--- config.mk ---
export PLATFORM = sky130hd
export DESIGN_NAME = x_micro_loader_flat
export DESIGN_NICKNAME = d
export VERILOG_FILES = /design/src/rtl/x_micro_loader_if.sv /design/src/rtl/x_micro_loader.sv /design/src/flat_wrapper.sv
export SDC_FILE = /design/constraint.sdc
export NUM_CORES = 1
export LEC_CHECK = 0
export BUFFER_PORTS_ARGS = -buffer_cell sky130_fd_sc_hd__buf_2
export CAP_MARGIN = 20
export CORE_ASPECT_RATIO = 0.75
export CORE_MARGIN = 1.5
export CORE_UTILIZATION = 45
export CTS_BUF_LIST = sky130_fd_sc_hd__clkbuf_4 sky130_fd_sc_hd__clkbuf_8
export DETAILED_ROUTE_END_ITERATION = 7
export GPL_TIMING_DRIVEN = 0
export HOLD_SLACK_MARGIN = 0.03
export PLACE_DENSITY = 0.67
export SYNTH_ARGS = -nofsm -noshare
export SYNTH_HDL_FRONTEND = slang
export SYNTH_SLANG_ARGS = --single-unit
export TNS_END_PERCENT = 50
--- constraint.sdc ---
create_clock -name i_clk -period 4.84 [get_ports i_clk]
set_input_delay 0.968 -clock i_clk [delete_from_list [all_inputs] [get_ports i_clk]]
set_output_delay 0.968 -clock i_clk [all_outputs]
set_load 0.01 [all_outputs]
--- src/rtl/x_micro_loader_if.sv ---
// Host/sequencer-facing bus of x_micro_loader: RX byte strobe, TX byte handshake,
// and the sequencer program/start/readback signals.
interface x_micro_loader_if;
    logic        i_rx_valid;
    logic [7:0]  i_rx_data;
    logic        o_tx_valid;
    logic [7:0]  o_tx_data;
    logic        i_tx_ready;
    logic        o_start;
    logic        i_busy;
    logic        o_wen;
    logic [3:0]  o_wcmd;
    logic [35:0] o_wdata;
    logic [8:0]  o_waddr;
    logic [35:0] i_data;
    logic        o_err;

    modport master (
        output i_rx_valid, i_rx_data, i_tx_ready, i_busy, i_data,
        input  o_tx_valid, o_tx_data, o_start, o_wen, o_wcmd, o_wdata, o_waddr, o_err
    );

    modport slave (
        input  i_rx_valid, i_rx_data, i_tx_ready, i_busy, i_data,
        output o_tx_valid, o_tx_data, o_start, o_wen, o_wcmd, o_wdata, o_waddr, o_err
    );
endinterface

--- src/rtl/x_micro_loader.sv ---
// Byte-stream command parser feeding x_micro_sequencer: WRITE/START/READ frames,
// inter-byte timeout, error pulses and 5-byte readback over a valid/ready TX port.
module x_micro_loader #(
    parameter int unsigned TIMEOUT = 100000
) (
    input  logic            i_clk,
    input  logic            i_rst,
    x_micro_loader_if.slave bus
);
    localparam int unsigned TW = (TIMEOUT > 1) ? $clog2(TIMEOUT + 1) : 1;
    localparam logic [TW-1:0] TMO_LAST = (TIMEOUT == 0) ? '0 : TW'(TIMEOUT - 1);

    typedef enum logic [2:0] {IDLE, ADDR, DATA, RCAP, RDOUT} state_t;

    state_t        state;
    logic [2:0]    byte_cnt;
    logic [TW-1:0] tmo_cnt;
    logic [3:0]    cmd_q;
    logic [8:0]    addr_q;
    logic [35:0]   data_q;
    logic [35:0]   rd_sh;
    logic          timed_out;

    assign timed_out = (TIMEOUT != 0) && (tmo_cnt == TMO_LAST);

    always_ff @(posedge i_clk) begin
        if (!i_rst) begin
            state          <= IDLE;
            byte_cnt       <= '0;
            tmo_cnt        <= '0;
            cmd_q          <= '0;
            addr_q         <= '0;
            data_q         <= '0;
            rd_sh          <= '0;
            bus.o_tx_valid <= 1'b0;
            bus.o_tx_data  <= '0;
            bus.o_start    <= 1'b0;
            bus.o_wen      <= 1'b0;
            bus.o_wcmd     <= '0;
            bus.o_wdata    <= '0;
            bus.o_waddr    <= '0;
            bus.o_err      <= 1'b0;
        end else begin
            bus.o_start <= 1'b0;
            bus.o_wen   <= 1'b0;
            bus.o_err   <= 1'b0;
            case (state)
                IDLE: begin
                    if (bus.i_rx_valid) begin
                        if (bus.i_rx_data[7:4] == 4'hA) begin
                            cmd_q    <= bus.i_rx_data[3:0];
                            byte_cnt <= '0;
                            tmo_cnt  <= '0;
                            state    <= ADDR;
                        end else if (bus.i_rx_data == 8'hB0) begin
                            bus.o_start <= ~bus.i_busy;
                            bus.o_err   <= bus.i_busy;
                        end else if (bus.i_rx_data == 8'hC0) begin
                            state <= RCAP;
                        end else begin
                            bus.o_err <= 1'b1;
                        end
                    end
                end
                ADDR, DATA: begin
                    // An arriving byte takes priority over an expiring timeout.
                    if (bus.i_rx_valid) begin
                        tmo_cnt <= '0;
                        if (state == ADDR) begin
                            addr_q <= {addr_q[0], bus.i_rx_data};
                            if (byte_cnt == 3'd1) begin
                                byte_cnt <= '0;
                                state    <= DATA;
                            end else begin
                                byte_cnt <= byte_cnt + 3'd1;
                            end
                        end else begin
                            data_q <= {data_q[27:0], bus.i_rx_data};
                            if (byte_cnt == 3'd4) begin
                                byte_cnt <= '0;
                                state    <= IDLE;
                                if (bus.i_busy) begin
                                    bus.o_err <= 1'b1;
                                end else begin
                                    bus.o_wen   <= 1'b1;
                                    bus.o_wcmd  <= cmd_q;
                                    bus.o_waddr <= addr_q;
                                    bus.o_wdata <= {data_q[27:0], bus.i_rx_data};
                                end
                            end else begin
                                byte_cnt <= byte_cnt + 3'd1;
                            end
                        end
                    end else if (timed_out) begin
                        bus.o_err <= 1'b1;
                        byte_cnt  <= '0;
                        tmo_cnt   <= '0;
                        state     <= IDLE;
                    end else if (tmo_cnt != '1) begin
                        tmo_cnt <= tmo_cnt + TW'(1);
                    end
                end
                RCAP: begin
                    if (bus.i_rx_valid) bus.o_err <= 1'b1;
                    rd_sh          <= bus.i_data;
                    bus.o_tx_valid <= 1'b1;
                    bus.o_tx_data  <= {4'h0, bus.i_data[35:32]};
                    byte_cnt       <= '0;
                    state          <= RDOUT;
                end
                RDOUT: begin
                    if (bus.i_rx_valid) bus.o_err <= 1'b1;
                    if (bus.o_tx_valid && bus.i_tx_ready) begin
                        if (byte_cnt == 3'd4) begin
                            bus.o_tx_valid <= 1'b0;
                            byte_cnt       <= '0;
                            state          <= IDLE;
                        end else begin
                            // rd_sh[31:24] always holds the next byte after the nibble-led first one.
                            bus.o_tx_data <= rd_sh[31:24];
                            rd_sh         <= {rd_sh[27:0], 8'h00};
                            byte_cnt      <= byte_cnt + 3'd1;
                        end
                    end
                end
                default: state <= IDLE;
            endcase
        end
    end
endmodule

--- src/flat_wrapper.sv ---
// flat-port wrapper written by rule: the top's interface ports become plain ports
module x_micro_loader_flat 
#(
    parameter int unsigned TIMEOUT = 100000
)
  (i_clk, i_rst, bus_i_rx_valid, bus_i_rx_data, bus_i_tx_ready, bus_i_busy, bus_i_data, bus_o_tx_valid, bus_o_tx_data, bus_o_start, bus_o_wen, bus_o_wcmd, bus_o_wdata, bus_o_waddr, bus_o_err);
  x_micro_loader_if bus_i ();
  input  logic i_clk;
  input  logic i_rst;
  input wire logic [$bits(bus_i.i_rx_valid)-1:0] bus_i_rx_valid;
  input wire logic [$bits(bus_i.i_rx_data)-1:0] bus_i_rx_data;
  input wire logic [$bits(bus_i.i_tx_ready)-1:0] bus_i_tx_ready;
  input wire logic [$bits(bus_i.i_busy)-1:0] bus_i_busy;
  input wire logic [$bits(bus_i.i_data)-1:0] bus_i_data;
  output wire logic [$bits(bus_i.o_tx_valid)-1:0] bus_o_tx_valid;
  output wire logic [$bits(bus_i.o_tx_data)-1:0] bus_o_tx_data;
  output wire logic [$bits(bus_i.o_start)-1:0] bus_o_start;
  output wire logic [$bits(bus_i.o_wen)-1:0] bus_o_wen;
  output wire logic [$bits(bus_i.o_wcmd)-1:0] bus_o_wcmd;
  output wire logic [$bits(bus_i.o_wdata)-1:0] bus_o_wdata;
  output wire logic [$bits(bus_i.o_waddr)-1:0] bus_o_waddr;
  output wire logic [$bits(bus_i.o_err)-1:0] bus_o_err;
  assign bus_i.i_rx_valid = bus_i_rx_valid;
  assign bus_i.i_rx_data = bus_i_rx_data;
  assign bus_i.i_tx_ready = bus_i_tx_ready;
  assign bus_i.i_busy = bus_i_busy;
  assign bus_i.i_data = bus_i_data;
  assign bus_o_tx_valid = bus_i.o_tx_valid;
  assign bus_o_tx_data = bus_i.o_tx_data;
  assign bus_o_start = bus_i.o_start;
  assign bus_o_wen = bus_i.o_wen;
  assign bus_o_wcmd = bus_i.o_wcmd;
  assign bus_o_wdata = bus_i.o_wdata;
  assign bus_o_waddr = bus_i.o_waddr;
  assign bus_o_err = bus_i.o_err;
  x_micro_loader #(.TIMEOUT(TIMEOUT)) u_core (.i_clk(i_clk), .i_rst(i_rst), .bus(bus_i));
endmodule
* After elaboration in Yosys (flattened, before gate mapping) *
Cells that the tools add are included.

operators by class
  $add $sub $neg = 2
  equality and inequality tests = 21
  multiplexer cells = 46
  bitwise gates (word level) = 8
  reductions and logical operators = 18

operators by type and width
  operator                                        number
  two-way mux 17 bit                              5
  two-way mux 32 bit                              2
  case mux 32 bit (2 select lines)                1
  two-way mux 3 bit                               17
  case mux 17 bit (2 select lines)                1
  case mux 3 bit (4 select lines)                 2
  adder 17 x 1 -> 17 bit (second input constant)  1
  == test 17 bit (second input constant)          1
  != test 17 bit (second input constant)          1
  == test 8 bit (second input constant)           2
  two-way mux 8 bit                               2
  case mux 8 bit (2 select lines)                 1
  AND reduction 3 bit                             5
  two-way mux 1 bit                               13
  AND reduction 5 bit                             2
  OR reduction 5 bit                              2
  NOT 1 bit                                       8
  == test 3 x 1 -> 1 bit (second input constant)  2
  == test 3 x 2 -> 1 bit (second input constant)  2
  == test 3 bit (second input constant)           2
  != test 2 x 1 -> 1 bit (second input constant)  3
  != test 3 x 2 -> 1 bit (second input constant)  2
  AND reduction 6 bit                             1
  == test 4 bit (second input constant)           1
  13 further kinds                                16

storage, ports and cells
  register bits after elaboration = 157
  bits of input ports = 49
  output and inout port bits = 61

* Logic depth before layout (Yosys ltp) *
Gate-level depths: netlist of run 1.

  depth after elaboration = 6
  mapped depth = 10
  gate-level depth less buffers = 10

* Worst setup path before layout of run 1 *
No wires, ideal clock.

  path type = flip-flop to flip-flop
  start point = register u_core.tmo_cnt[0]
  end point = register u_core.tmo_cnt[11]
  setup time = 0.074 ns
  data arrival time = 2.266 ns
  data required time = 4.766 ns
  slack = 2.500 ns
  cell stages (with the launch flop) = 10
  path through = dfxtp_1 -> ha_1 -> and3_1 -> nand3_1 -> nor4_1 -> ha_1 -> and3b_1 -> or4b_1 -> or3_2 -> o21ai_0

between the ends
  word-level cells in the longest chain between the ends = 5
  elaborated cells between the ends (all ways) = 9

ends and longest elaborated chain
  what                              line                   text
  start, declared                   x_micro_loader.sv:17   logic [TW-1:0] tmo_cnt;
  start signal, assigned            x_micro_loader.sv:100  tmo_cnt <= tmo_cnt + TW'(1);
  adder 17 x 1 -> 17 bit            x_micro_loader.sv:100
  two-way mux 17 bit                x_micro_loader.sv:99   end else if (tmo_cnt != '1) begin
  two-way mux 17 bit                x_micro_loader.sv:94   end else if (timed_out) begin
  two-way mux 17 bit                x_micro_loader.sv:67   if (bus.i_rx_valid) begin
  case mux 17 bit (2 select lines)  x_micro_loader.sv:47   case (state)

Several ways; a longest one is shown, not always the timed one. The select of a mux whose other input is x is not followed.
A chain may end at the register's enable or synchronous reset.

* Final worst setup path of run 1 *
Ends and elaborated chain as after synthesis.

==> results.md, run 1 <==
- Status: finished clean
- Internal power: 1.95 mW
- Leakage power: 2.78 nW
- Syn Inst Count: 787
- Number of global-route vias before repair: 5,277
- Net load switching power: 0.780 mW
- CTS tree: yes
- Slew @ Worst Pin: 0.830 ns
- Ports: 110
- Post-route minimum period: 2.64 ns
- CP max stage delay: 0.58 ns
- WP data arrival: 3.02 ns
- Critical path fanouts, max: 5
- Most used DFF post-synth: dfxtp_1
- Pin count of the biggest net entering global routing: 17
- Power density over the cells: 358 nW/µm²
- Sequential fraction of the synthesis area: 0.487
- CP most frequent cell: ha_1
- Routed Antenna Nets: 0
- Vias: 5,912
- Core ar.: 13,800 µm²
- Combinational power share: 0.140
- Mapped Area: 6450 µm²
- Synthesized flop and latch total: 157
- Vias/cell: 5.37
- Routability cong.: 0.864
- Kind of critical path: reg -> reg
- Non-Filler Instances: 1,101
- EDFF count, synth: 0
- Post-Syn Nets: 841
- Die height: 107 µm
- Peak VDD IR: 0.216 mV
- Critical path endpoint category: register
- Initial DRC count: 447
- Final Max Slew Viols: 0
- Distinct cells, synth: 56
- Die footprint: 15,100 µm²
- Max Cap Viol: 0
- Congestion Overflow GR: 0
- Critical-path cell list: ha_1 -> and3_1 -> nand3_1 -> nor4_1 -> ha_1 -> and3b_1 -> or4b_1 -> or3_2 -> o21ai_0
- WL per Instance: 15.9 µm
- Most instantiated cells after synthesis: nand2_1 (202), dfxtp_1 (157), a21oi_1 (110), nor2_1 (54), clkbuf_1 (42)
- Cts bufs inserted: 17
- Ys Warns: 0
- Clock Pin Slew Worst Setup and Hold Paths: 0.08 ns
- Final Hold Viols: 0
- Fmax: 0.379 GHz
- Critical Path RT: 5.22 ns
- Layout cells sized above 1: 0.170
- Clock power share: 0.362
- Critical path launch point type: register
- Total Nets Final: 968
- Layout Skew: 0.0166 ns
- Top cells by area, synth: dfxtp_1 (49%), nand2_1 (12%), a21oi_1 (8.5%), mux2i_1 (5.9%), a211oi_1 (3.5%)
- Slew headroom: 0.443
- Placed cell count: 1,070
- CTS max path bufs: 2
- Final worst path period share: 0.546
- Post-CTS sizing: 0
- Rows: 37
- Hold_buf cts: 0
- Number of antenna violations at the first check in global routing: 1
- Port Buffers: 108
- First-pass GRT wire length: 27,900 µm
- Insertion delay of the later-clocked pin in the worst-skew pair: 0.47 ns
- Htree depth: 4
- HPWL after detailed placement: 12,500 µm
- Layout Utilization: 0.550
- Detailed Routing Iterations Pass 1: 6
- Hold Crit Class: reg -> reg
- Root buffer cell: clkbuf_8
- WHS: 0.453 ns
- Switching part of the total: 0.286
- Remaining DRCs: 0
- Setup TNS: 0 ns
- Synthesis-to-layout area growth: 17.9%
- Initial Util: 0.466
- RSZ-0062 raised after global routing: false
- Synth top area share: 0.487
- Setup violations, final: 0
- Total power draw: 2.73 mW
- Crit-path slowest cell: or4b_1
- ANT cells: 0
- Hold Path Depth: 2
- Sequential share of power: 0.498
- Most common cell in the synthesized netlist: nand2_1
- Final WL: 17,500 µm
- R2R cell count: 9
- Clk sink count: 157
- Post-CTS setup buffer count: 0
- Leading area contributor after synthesis: dfxtp_1
- Asr flop ratio synth: 0
- Die Wd: 141 µm
- Avg Inst Size Synth: 8.20 µm²
- All-Layer GR Usage: 0.237
-- state kept, by name, indices dropped and copies added (netlist names), 8 cells and up --
signal	flops
u_core.data_q	28
u_core.tmo_cnt	17
u_core.addr_q	9
u_core.bus.o_waddr	9
u_core.bus.o_wdata	36
u_core.rd_sh	32
u_core.bus.o_tx_data	8
-- critical path, delay by kind of cell, from the launching register on --
family | cells | cell delay, ns
adder cells (fa/ha/maj) | 2 | 0.46
flip-flops | 1 | 0.35
AND/OR/NAND/NOR | 6 | 1.68
AO/OA/AOI/OAI | 1 | 0.08
-- power groups by stage --
stage	combinational (mW)	clock (mW)	sequential [mW]
floorplan	0.260	0	1.38
detailed placement	0.368	0	1.39
CTS	0.372	1.00	1.36
global placement	0.367	0	1.39
finish	0.381	0.987	1.36
global route	0.416	1.06	1.36
-- cell usage in the layout (no fill, tap or decap), drive strengths merged, types with 6 or more instances in the layout --
master / count
nor2: 54
nor4: 6
clkbuf: 62
or3: 10
a21oi: 110
mux2i: 38
a211oi: 30
o21ai: 16
nor3: 7
dfxtp: 157
nand3: 18
a22oi: 8
buf: 123
inv: 13
nand2: 202
-- worst paths after layout --
check	slack, ns	startpoint	endpoint
worst min-delay path	0.45	u_core.bus.o_waddr[7]	u_core.bus.o_waddr[7]
worst min register to register	0.45	u_core.bus.o_waddr[7]	u_core.bus.o_waddr[7]
worst max-delay path	2.20	u_core.tmo_cnt[0]	u_core.tmo_cnt[11]
worst max register to register	2.20	u_core.tmo_cnt[0]	u_core.tmo_cnt[11]
-- per-layer routing --
metal  track usage  share of wire
met1         0.361           0.51
met2         0.324           0.40
met3        0.0527          0.079
met4        0.0789          0.012
met5             0        0.00068
-- area by class of cell --
| type | count | area, µm² |
|---|---|---|
| Inverter | 9 | 33.8 |
| Fill cell | 1324 | 6230 |
| Timing Repair Buffer | 108 | 541 |
| Clock buffer | 19 | 255 |
| Sequential cell | 157 | 3140 |
| Clock inverter | 12 | 138 |
| Buffer | 58 | 229 |
| Tap cell | 175 | 219 |
| Multi-Input combinational cell | 563 | 3050 |
-- kinds of logic after synthesis --
| kind of cell | synth area share |
|---|---|
| AO/OA/AOI/OAI | 0.175 |
| XOR/XNOR | 0.00271 |
| adder cells (fa/ha/maj) | 0.0112 |
| buffers and inverters | 0.0407 |
| flip-flops | 0.487 |
| multiplexers | 0.0589 |
| AND/OR/NAND/NOR | 0.224 |
-- stage by stage --
step	worst slack (ns)	area (µm²)
5_1_grt	1.97	7610
6_report	2.20	7610
2_1_floorplan	2.50	6450
3_3_place_gp	1.88	7210
3_5_place_dp	1.90	7210
4_1_cts	2.23	7610
No activity file was read; power rests on OpenSTA's default activity.
==> run 2, diff against run 1 <==
- clock period: 4.84 -> 2.7 ns (I/O delays scaled with it)
==> results.md, run 2 (synthesis gave the netlist of run 1 again) <==
- Status: finished clean
- Slew @ Worst Pin: 0.845 ns (+0.0150 ns)
- Post-CTS sizing: 0 (unchanged)
- CP most frequent cell: ha_1
- Crit-path slowest cell: or4b_4
- Pin count of the biggest net entering global routing: 17 (unchanged)
- Slew headroom: 0.432 (-0.0101)
- Initial DRC count: 421 (-5.8%)
- Cts bufs inserted: 17 (unchanged)
- Vias: 5,938 (+0.44%)
- First-pass GRT wire length: 27,900 µm (unchanged)
- Remaining DRCs: 0 (unchanged)
- Synthesis-to-layout area growth: 18.1%
- CTS max path bufs: 2 (unchanged)
- All-Layer GR Usage: 0.237 (unchanged)
- Number of antenna violations at the first check in global routing: 1 (unchanged)
- Vias/cell: 5.39 (+0.44%)
- Insertion delay of the later-clocked pin in the worst-skew pair: 0.46 ns (about the same)
- Most frequent cells in the layout: nand2_1 (202), dfxtp_1 (157), buf_2 (116)
- Hold Crit Class: in -> reg
- Routability cong.: 0.864 (unchanged)
- Critical path endpoint category: register
- Total Nets Final: 968 (unchanged)
- Final worst path period share: 0.952 (+0.406)
- Final Max Slew Viols: 0 (unchanged)
- Kind of critical path: reg -> reg
- Hold_buf cts: 0 (unchanged)
- Commonest non-fill, non-tap cell in the layout: nand2_1
- Setup TNS: 0 ns (unchanged)
- CTS tree: yes
- Post-route minimum period: 2.57 ns (-0.0721 ns)
- Htree depth: 4 (unchanged)
- CP max stage delay: 0.53 ns (-0.05 ns)
- Layout cells sized above 1: 0.173 (+0.00324)
- Register name with the most flops: u_core.bus.o_wdata
- WL per Instance: 15.9 µm (-0.17%)
- Largest regs: u_core.bus.o_wdata x36, u_core.rd_sh x32, u_core.data_q x28
- Number of global-route vias before repair: 5,277 (unchanged)
- Critical path launch point type: register
- Max FFs per register: 36 (unchanged)
- ANT cells: 0 (unchanged)
- Congestion Overflow GR: 0 (unchanged)
- Ports: 110 (unchanged)
- Critical Path RT: 3.08 ns (-2.14 ns)
- Initial Util: 0.466 (unchanged)
- Fmax: 0.389 GHz (+2.8%)
- HPWL after detailed placement: 12,500 µm (unchanged)
- Rows: 37 (unchanged)
- RSZ-0062 raised after global routing: false
- Port Buffers: 108 (unchanged)
- Critical-path cell list: ha_1 -> and3_1 -> nand3_1 -> nor4_1 -> ha_1 -> and3b_1 -> or4b_4 -> or3_2 -> o21ai_0
- Max Cap Viol: 0 (unchanged)
- Critical path fanouts, max: 5 (unchanged)
- Die Wd: 141 µm (unchanged)
- Leakage power: 2.78 nW (about the same)
- WHS: 0.340 ns (-0.113 ns)
- Routed Antenna Nets: 0 (unchanged)
- Clk sink count: 157 (unchanged)
- Setup violations, final: 0 (unchanged)
- Layout Skew: 0.0179 ns (+0.00128 ns)
- Final Hold Viols: 0 (unchanged)
- WP data arrival: 2.95 ns (-0.07 ns)
- Final WL: 17,500 µm (-0.17%)
- Power density over the cells: 642 nW/µm² (+79%)
- Root buffer cell: clkbuf_8
- Core ar.: 13,800 µm² (unchanged)
- Peak VDD IR: 0.389 mV (+80%)
- Clock Pin Slew Worst Setup and Hold Paths: 0.08 ns (about the same)
- Die footprint: 15,100 µm² (unchanged)
- Post-CTS setup buffer count: 0 (unchanged)
- Detailed Routing Iterations Pass 1: 5 (-1)
- Die height: 107 µm (unchanged)
==> run 2: cell counts in the layout (fill, tap and decap cells not counted) <==
No cell type changed its count.
==> run 2: per-stage QoR <==
stage / cells / cell area (µm²) / total power, mW / worst slack (ns) / util
finish: 1101 / 7620 / 4.89 / 0.130 / 0.551
global route: 1101 / 7620 / 5.10 / 0.0319 / 0.551
CTS: 1101 / 7610 / 4.90 / 0.0892 / 0.550
detailed placement: 1070 / 7210 / 3.15 / 0.141 / 0.521
global placement: 1070 / 7210 / 3.14 / 0.140 / 0.521
floorplan: 787 / 6450 / 2.95 / 0.360 / -
==> run 2: metal layers <==
layer | wire [µm] | share of wire | vias up | GRT usage
li1 | - | - | 2962 | -
met1 | 9060 | 0.52 | 2738 | 0.361
met2 | 6960 | 0.40 | 215 | 0.324
met3 | 1260 | 0.072 | 23 | 0.0527
met4 | 210 | 0.012 | 0 | 0.0789
met5 | 0 | 0 | - | 0
==> run 2: path summary, 6_finish.rpt <==
kind                         startpoint                    end  slack (ns)  cells past startpoint
setup / recovery      u_core.tmo_cnt[0]     u_core.tmo_cnt[11]        0.13                      9
hold / removal            bus_i_data[7]        u_core.rd_sh[7]        0.34                      3
setup reg to reg      u_core.tmo_cnt[0]     u_core.tmo_cnt[11]        0.13                      9
hold reg to reg   u_core.bus.o_waddr[7]  u_core.bus.o_waddr[7]        0.45                      2
==> run 2: critical path, delay by kind of cell (launching register included) <==
family,cells,cell delay [ns]
AO/OA/AOI/OAI,1,0.08
AND/OR/NAND/NOR,6,1.60
adder cells (fa/ha/maj),2,0.46
flip-flops,1,0.35
==> run 2: cell type report <==
type / count / area (µm²)
multi-input combinational: 563 / 3060
clock inverter: 12 / 138
timing repair buffer: 108 / 541
clock buffer: 19 / 255
buffer: 58 / 229
tap: 175 / 219
fill: 1326 / 6220
inverter: 9 / 33.8
sequential: 157 / 3140
==> run 2: report_power, final <==
part / switching, mW / total, mW / internal, mW
clock: 0.911 / 1.77 / 0.861
sequential: 0.0438 / 2.43 / 2.39
combinational: 0.447 / 0.683 / 0.237
==> run 3, diff against run 2 <==
- CTS_CLUSTER_SIZE: not set -> 28
- PLACE_DENSITY: 0.67 -> 0.71
==> results.md, run 3 (synthesis gave the netlist of run 1 again) <==
- Status: finished clean
- Placed cell area: 7210 µm² (unchanged)
- Remaining DRCs: 0 (unchanged)
- Min setup slack post-route: 0.139 ns (+0.00913 ns)
- Htree depth: 4 (unchanged)
- Number of global-route vias before repair: 5,387 (+2.1%)
- Area of the multi-input gates: 3060 µm² (unchanged)
- Initial Util: 0.466 (unchanged)
- WP data arrival: 2.95 ns (about the same)
- Layout cells sized above 1: 0.172 (-0.000894)
- Pin count of the biggest net entering global routing: 17 (unchanged)
- Routability cong.: 0.920 (+6.5%)
- Final WL: 17,100 µm (-2.2%)
- Port Buffers: 108 (unchanged)
- Vias: 5,986 (+0.81%)
- Detailed Routing Iterations Pass 1: 6 (+1)
- Crit-path slowest cell: or4b_4
- Clock power share: 0.369 (+0.007)
- Core ar.: 13,800 µm² (unchanged)
- Total Nets Final: 968 (unchanged)
- Synthesis-to-layout area growth: 18.2%
- Post-CTS sizing: 0 (unchanged)
- FF+latch area: 3140 µm² (unchanged)
- Kind of critical path: reg -> reg
- R2R cell count: 9 (unchanged)
- Initial DRC count: 443 (+5.2%)
- Max Cap Viol: 0 (unchanged)
- Fillers: 1,329 (+0.23%)
- Largest regs: u_core.bus.o_wdata x36, u_core.rd_sh x32, u_core.data_q x28
- Critical path endpoint category: register
- Critical Path RT: 3.09 ns (about the same)
- Die footprint: 15,100 µm² (unchanged)
- Number of antenna violations at the first check in global routing: 0 (-1)
- Routed Antenna Nets: 0 (unchanged)
- Final Max Slew Viols: 0 (unchanged)
- Setup violations, final: 0 (unchanged)
- Most frequent cells in the layout: nand2_1 (202), dfxtp_1 (157), buf_2 (116)
- Congestion Overflow GR: 0 (unchanged)
- Slew @ Worst Pin: 0.928 ns (+0.0828 ns)
- CP max stage delay: 0.53 ns (about the same)
- Post-CTS setup buffer count: 0 (unchanged)
- Net load switching power: 1.36 mW (-3.0%)
- Die Wd: 141 µm (unchanged)
- Slew headroom: 0.377 (-0.0556)
- Combinational power share: 0.138 (-0.002)
- Switching part of the total: 0.275 (-0.0112)
- HPWL after detailed placement: 12,200 µm (-1.8%)
- CTS max path bufs: 2 (unchanged)
- Rows: 37 (unchanged)
- Power density over the cells: 647 nW/µm² (+0.80%)
- CTS tree: yes
- Register name with the most flops: u_core.bus.o_wdata
- Layout Skew: 0.0171 ns (-0.000796 ns)
- Final Hold Viols: 0 (unchanged)
- CP most frequent cell: ha_1
- Leakage power: 2.79 nW (+0.27%)
- Ports: 110 (unchanged)
- Post-route cell area: 7630 µm² (+0.13%)
- Post-Place Setup Slack: 0.0893 ns (-0.0519 ns)
- WL per Instance: 15.6 µm (-2.1%)
- Critical path fanouts, max: 5 (unchanged)
- Die height: 107 µm (unchanged)
- Critical path launch point type: register
- Layout Utilization: 0.551 (+0.000724)
- Post-route minimum period: 2.56 ns (-0.00913 ns)
- RSZ-0062 raised after global routing: false
- ANT cells: 0 (unchanged)
- Commonest non-fill, non-tap cell in the layout: nand2_1
- Internal power: 3.58 mW (+2.5%)
- Vias/cell: 5.44 (+0.90%)
- Hold Path Depth: 3 (unchanged)
- Root buffer cell: clkbuf_8
- Hold Crit Class: in -> reg
- Peak VDD IR: 0.460 mV (+18%)
- Hold_buf cts: 0 (unchanged)
- Setup TNS: 0 ns (unchanged)
- Final worst path period share: 0.948 (-0.00338)
- Fmax: 0.391 GHz (+0.36%)
- Max FFs per register: 36 (unchanged)
- Clk sink count: 157 (unchanged)
- First-pass GRT wire length: 27,600 µm (-1.2%)
- Critical-path cell list: ha_1 -> and3_1 -> nand3_1 -> nor4_1 -> ha_1 -> and3b_1 -> or4b_4 -> or3_2 -> o21ai_0
- Sequential share of power: 0.493 (-0.005)
- Insertion delay of the later-clocked pin in the worst-skew pair: 0.46 ns (about the same)
- Cts bufs inserted: 17 (unchanged)
- All-Layer GR Usage: 0.232 (-0.00502)
- Clock Pin Slew Worst Setup and Hold Paths: 0.08 ns (about the same)
==> run 3: changes by cell type in the layout (fill, tap and decap cells not counted) <==
| cell | change |
|---|---|
| inv_6 | -2 |
| bufinv_16 | +1 |
| clkbuf_4 | +1 |
| clkinv_4 | +1 |
| clkinvlp_4 | -1 |
| inv_8 | -1 |
==> run 3: worst paths after layout <==
kind,slack (ns),end,start
max,0.14,u_core.tmo_cnt[11],u_core.tmo_cnt[0]
min,0.34,u_core.rd_sh[1],bus_i_data[1]
max reg2reg,0.14,u_core.tmo_cnt[11],u_core.tmo_cnt[0]
min reg2reg,0.45,u_core.bus.o_wdata[33],u_core.data_q[25]
==> run 3: stage by stage <==
stage          hold WS, ns  std cells  total power, mW
2_1_floorplan        0.432        787             2.95
3_3_place_gp         0.438       1070             3.14
3_5_place_dp         0.444       1070             3.15
4_1_cts              0.326       1100             4.94
5_1_grt              0.339       1100             5.13
6_report             0.338       1100             4.94
==> run 3: area by class of cell <==
| type | instances | area share |
|---|---|---|
| flip-flops and latches | 157 | 0.412 |
| multi-input cells | 563 | 0.401 |
| repair buffers | 108 | 0.0708 |
| clock buffers | 20 | 0.0344 |
| plain buffers | 58 | 0.0300 |
| well taps | 175 | 0.0287 |
| clock inverters | 10 | 0.0184 |
| inverters | 9 | 0.00443 |
==> run 3: per-layer routing <==
layer,track usage,share of wire
met3,0.0607,0.080
met2,0.325,0.41
met1,0.350,0.50
met5,0,0
met4,0.0551,0.0069
==> run 3: critical path, delay by kind of cell (launching register included) <==
family	cells	cell delay, ns
AND/OR/NAND/NOR	6	1.62
adder cells (fa/ha/maj)	2	0.46
flip-flops	1	0.34
AO/OA/AOI/OAI	1	0.08
==> run 3: power by group through the flow <==
| stage | clock [mW] | sequential [mW] | combinational (mW) |
|---|---|---|---|
| after floorplan | 0 | 2.48 | 0.465 |
| after global placement | 0 | 2.49 | 0.655 |
| after detailed placement | 0 | 2.49 | 0.665 |
| after CTS | 1.84 | 2.43 | 0.670 |
| after global routing | 1.94 | 2.44 | 0.754 |
| final | 1.82 | 2.43 | 0.681 |
